### src/rtl/blk_pkg.sv
// Shared helpers for the block level buffer: index/accumulator widths,
// saturating accumulation, level quantisation and level boundaries.
package blk_pkg;

  function automatic int idx_w(input int n);
    return (n > 1) ? $clog2(n) : 1;
  endfunction

  // One extra bit so the accumulator can hold MAX itself.
  function automatic int acc_w(input int max);
    return $clog2(max) + 1;
  endfunction

  function automatic int sat_add(input int a, input int b, input int max);
    int s;
    s = a + b;
    return (s > max) ? max : s;
  endfunction

  function automatic int raw_level(input int snap, input int shift, input int levels);
    int n;
    n = snap >> shift;
    return (n > levels - 1) ? levels - 1 : n;
  endfunction

  function automatic int boundary(input int k, input int shift);
    return k << shift;
  endfunction

endpackage

### src/rtl/blk_acc.sv
// Per-column saturating pixel-weight accumulator with end-of-segment snapshot.
module blk_acc
  import blk_pkg::*;
#(
  parameter int MAX = 4096,
  parameter int WD  = 8
) (
  input  logic                   clk_i,
  input  logic                   rst_ni,
  input  logic                   sel_i,
  input  logic                   de_i,
  input  logic [WD-1:0]          wd_i,
  input  logic                   h_save_i,
  input  logic                   v_save_i,
  output logic [acc_w(MAX)-1:0]  snap_o
);

  localparam int AW = acc_w(MAX);

  logic [AW-1:0] acc;
  logic [AW-1:0] sum;

  assign sum = AW'(sat_add(32'(acc), 32'(wd_i), MAX));

  // v_save clears the row and takes priority over same-cycle pixels/saves.
  always_ff @(posedge clk_i or negedge rst_ni) begin
    if (!rst_ni) begin
      acc    <= '0;
      snap_o <= '0;
    end else if (v_save_i) begin
      acc <= '0;
    end else begin
      if (sel_i && de_i) acc <= sum;
      if (sel_i && h_save_i) snap_o <= de_i ? sum : acc;
    end
  end

endmodule

### src/rtl/blk_level_buffer.sv
// Block brightness level buffer: accumulates per-column weights, quantises each
// block row into a work bank with hysteresis, and double-buffers to a display bank.
module blk_level_buffer
  import blk_pkg::*;
#(
  parameter int HBLKS = 10,
  parameter int VBLKS = 10,
  parameter int MAX   = 4096,
  parameter int WD    = 8,
  parameter int LB    = 2,
  parameter int HYST  = 0
) (
  input  logic                    clk_i,
  input  logic                    rst_ni,
  input  logic [idx_w(HBLKS)-1:0] ht_i,
  input  logic [idx_w(VBLKS)-1:0] vt_i,
  input  logic                    vs_i,
  input  logic                    h_save_i,
  input  logic                    v_save_i,
  input  logic                    de_i,
  input  logic [WD-1:0]           wd_i,
  input  logic [idx_w(HBLKS)-1:0] rht_i,
  input  logic [idx_w(VBLKS)-1:0] rvt_i,
  input  logic                    rh_save_i,
  output logic [LB-1:0]           rlvl_o,
  output logic                    rx_o,
  output logic                    frame_valid_o
);

  localparam int HW = idx_w(HBLKS);
  localparam int VW = idx_w(VBLKS);
  localparam int AW = acc_w(MAX);
  localparam int L  = 1 << LB;
  localparam int SH = $clog2(MAX) - LB;

  logic [AW-1:0] snap [HBLKS];
  logic [LB-1:0] q    [HBLKS];
  logic [LB-1:0] work [HBLKS][VBLKS];
  logic [LB-1:0] disp [HBLKS][VBLKS];

  logic          wr_ok;
  logic [VW-1:0] wr_row;
  logic          rd_hit;
  logic [HW-1:0] rd_col;
  logic [VW-1:0] rd_row;
  logic [LB-1:0] rd_lvl;

  for (genvar gi = 0; gi < HBLKS; gi++) begin : g_col
    blk_acc #(.MAX(MAX), .WD(WD)) u_acc (
      .clk_i    (clk_i),
      .rst_ni   (rst_ni),
      .sel_i    (int'(ht_i) == gi),
      .de_i     (de_i),
      .wd_i     (wd_i),
      .h_save_i (h_save_i),
      .v_save_i (v_save_i),
      .snap_o   (snap[gi])
    );
  end

  assign wr_ok  = int'(vt_i) < VBLKS;
  assign wr_row = wr_ok ? vt_i : '0;

  // Quantise each snapshot; hold the committed level when the new one sits
  // just across an adjacent boundary.
  always_comb begin
    int s, n, o, qv;
    s  = 0;
    n  = 0;
    o  = 0;
    qv = 0;
    for (int i = 0; i < HBLKS; i++) begin
      s  = 32'(snap[i]);
      n  = raw_level(s, SH, L);
      o  = 32'(disp[i][wr_row]);
      qv = n;
      if (HYST > 0) begin
        if (n == o + 1 && s < boundary(n, SH) + HYST) qv = o;
        else if (n == o - 1 && s >= boundary(o, SH) - HYST) qv = o;
      end
      q[i] = LB'(qv);
    end
  end

  // Display copy reads the pre-edge work bank, so a coincident v_save only
  // reaches the display on the following vs.
  always_ff @(posedge clk_i or negedge rst_ni) begin
    if (!rst_ni) begin
      for (int i = 0; i < HBLKS; i++)
        for (int j = 0; j < VBLKS; j++) begin
          work[i][j] <= '0;
          disp[i][j] <= '0;
        end
      frame_valid_o <= 1'b0;
    end else begin
      if (vs_i) begin
        for (int i = 0; i < HBLKS; i++)
          for (int j = 0; j < VBLKS; j++)
            disp[i][j] <= work[i][j];
        frame_valid_o <= 1'b1;
      end
      if (v_save_i && wr_ok)
        for (int i = 0; i < HBLKS; i++)
          work[i][wr_row] <= q[i];
    end
  end

  // Look-ahead clamps to the last column; a plain out-of-range index reads 0.
  always_comb begin
    int c;
    rd_hit = 1'b1;
    c = int'(rht_i) + (rh_save_i ? 1 : 0);
    if (c >= HBLKS) begin
      if (rh_save_i) c = HBLKS - 1;
      else           rd_hit = 1'b0;
    end
    if (int'(rvt_i) >= VBLKS) rd_hit = 1'b0;
    rd_col = rd_hit ? HW'(c) : '0;
    rd_row = rd_hit ? rvt_i : '0;
    rd_lvl = rd_hit ? disp[rd_col][rd_row] : '0;
  end

  always_ff @(posedge clk_i or negedge rst_ni) begin
    if (!rst_ni) rlvl_o <= '0;
    else         rlvl_o <= rd_lvl;
  end

  assign rx_o = rlvl_o[LB-1];

endmodule

### config.mk
export PLATFORM = sky130hd
export DESIGN_NAME = blk_level_buffer
export DESIGN_NICKNAME = d
export VERILOG_FILES = /design/src/rtl/blk_pkg.sv /design/src/rtl/blk_acc.sv /design/src/rtl/blk_level_buffer.sv
export SDC_FILE = /design/constraint.sdc
export NUM_CORES = 1
export LEC_CHECK = 0
export CORE_MARGIN = 1.5
export CORE_UTILIZATION = 53
export CTS_CLUSTER_DIAMETER = 120
export DETAILED_ROUTE_END_ITERATION = 10
export PLACE_DENSITY = 0.78
export SETUP_SLACK_MARGIN = 0.05
export SYNTH_ARGS = -nofsm -noshare
export SYNTH_HDL_FRONTEND = slang
export SYNTH_SLANG_ARGS = --single-unit
### constraint.sdc
create_clock -name clk_i -period 6.06 [get_ports clk_i]
set_input_delay 0.909 -clock clk_i [delete_from_list [all_inputs] [get_ports clk_i]]
set_output_delay 0.909 -clock clk_i [all_outputs]
set_load 0.02 [all_outputs]
==> flow_summary.ini <==
[status]
status = completed

[global_route]
grt_pass1_vias = 21300
track_usage_pct = 25.4
grt_max_degree = 161
antenna_found_initial = 0
grt_pass1_wl_um = 111000
gr-total-overflow = 0

[drt]
wl_um = 68500
wl_per_cell_um = 19.6
drc = 0
dr.first_iter.drc_count = 1557
drtAntennaViolNets = 0
vias_per_cell = 6.09
dr.pass1.iters = 6
vias = 21200

[setup_path]
r2r_cells = 12
critical_path_class = input port to register
cp.arrival_ns = 5.19
crit_path_end_kind = register
cp-start-kind = input port
cp.required_ns = 6.60
crit_fanout = 28

[sta]
max_clock_freq_mhz = 215
layout_setup_ws_ns = 1.42
holdWs_ns = 0.355
finClkSkew_ns = 0.0307
finalHoldViolCount = 0
finalCritPeriodShare_pct = 76.6
maxSlewHeadroom_pct = 14.8
rsz0062_at_grt = false
setup_viol = 0
worst_pin_slew_ns = 1.28
min_period_ns = 4.64
final_max_slew_viol_count = 0
finalSetupTns_ns = 0

[clocking]
cts_sinks = 563
htreeDepth = 2
clkTransAtPathRegs_ns = 0.06
cts_tree = done
ctsResizeCount = 0
cts-root-buf = clkbuf_16
clock_latency_ns = 0.64
cts_made_buffers = 58
hold_buffers = 0
cts_setup_buffers = 0
cts_buffer_depth = 3

[synth]
synth.avg_cell_area_sq_um = 10.2
ys_seq_elements = 563
ys_seq_area_share_pct = 50.0
syn-instance-count = 2752
async_reset_ff_share_pct = 100
ys_types = 81
synth_top_cell_area_share_pct = 50.0
syn_nets = 2876
ys.warnings.count = 0
synth-edff-count = 0
netlist_area_sq_um = 28200
synth_top_area_cell = dfrtp_1
synthFlopType = dfrtp_1
synth_area_leaders = dfrtp_1 50%, mux2_2 8.6%, nand2_1 4.7%

[cells_and_area]
nets = 2875
num-fill-cells = 4202
final_cell_mix = 563 x dfrtp_1, 353 x nand2_1, 236 x o21ai_0
area_growth_pct = 10.9
final_common_cell = dfrtp_1
diodes = 0
drive_gt1_share_pct = 14.2

[die]
die_w_um = 233
initial_core_util_pct = 53.6
io_pins = 35
num_rows = 84
core_sq_um = 52600
die_h_um = 233
die-area_sq_um = 54500

[power_and_ir_drop]
power_density_nw_per_um2 = 298
p_leak_nw = 14.1
irDropWorstVdd_mv = 0.252

[run]
cap_violations = 0

[place]
io_buffers = 34
place_congestion = 0.897
dp_hpwl_um = 44300
dp_slack_ns = 0.956

[min_path]
hold_path.class = input port to asynchronous set/reset pin
[logic make-up after synthesis]
kind of cell	Yosys count	share of synthesized area, %
simple gates	840	13.3
buf+inv	184	2.72
xor+xnor	72	2.24
flops	563	50.0
mux	289	11.3
fa+ha+maj	93	4.40
compound gates	711	16.0
[flip-flops by register name (all words and copies together) (netlist names)]
register / cells
disp: 200
work: 200
g_col.u_acc.acc: 130
g_col.u_acc.snap_o: 30
rlvl_o: 2
frame_valid_o: 1
[path summary, 6_finish.rpt]
check	startpoint	endpoint	slack, ns
worst max-delay path	rh_save_i	rlvl_o[1]	1.42
worst min-delay path	rst_ni	disp[48]	0.36
worst max register to register	g_col[9].u_acc.acc[0]	g_col[9].u_acc.acc[8]	2.50
worst min register to register	frame_valid_o	frame_valid_o	0.46
max in group asynchronous	rst_ni	disp[117]	4.14
min in group clk_i	frame_valid_o	frame_valid_o	0.46
[worst max-delay path, stage by stage]
cell	delay, ns
clkdlybuf4s50_1	0.62
ha_1	0.37
or3_4	0.37
a32oi_4	0.40
mux2i_4	0.73
buf_4	0.48
o21ai_1	0.13
a222oi_1	0.36
nor3_1	0.08
nor4_1	0.53
o21a_1	0.19
[final cells by class]
cell class | instances | area (sq um) | area share, %
Clock buffer | 84 | 1690 | 5.41
Clock inverter | 24 | 352 | 1.13
Inverter | 44 | 165 | 0.529
Multi-Input combinational cell | 2005 | 13300 | 42.7
Sequential cell | 563 | 14100 | 45.1
Tap cell | 688 | 861 | 2.76
Timing Repair Buffer | 79 | 724 | 2.32
[power by group]
group	internal, mW	switching [mW]
registers	4.19	0.228
clock network	2.20	1.54
logic	0.494	0.660
total	6.89	2.43
[metal layers]
layer / wire length [um] / global-route usage (%) / vias up
li1: - / - / 9868
met1: 29500 / 33.3 / 10600
met2: 32800 / 42.6 / 664
met3: 4010 / 4.09 / 150
met4: 2140 / 9.21 / 0
met5: 0 / 0 / -
[synthesized netlist by cell type, drive strengths merged (21+ instances only)]
master,number
a211oi,21
nand3,61
a21oi,186
o21ai,240
clkbuf,113
a22o,66
nor2,226
a21o,22
a32o,21
dfrtp,563
mux2i,72
nand2,353
inv,44
ha,83
a31oi,23
buf,27
xor2,25
xnor2,47
nor3,45
mux2,216
[stage by stage]
step | area, sq um | power, mW | utilization (%) | cells
after CTS | 31200 | 9.37 | 59.4 | 3487
final | 31200 | 9.32 | 59.4 | 3487
after global placement | 29200 | 5.53 | 55.5 | 3379
after detailed placement | 29200 | 5.62 | 55.5 | 3379
after floorplan | 28200 | 5.19 | - | 2752
after global routing | 31200 | 9.73 | 59.4 | 3487
Note: power is estimated with default switching activity, not from simulation.
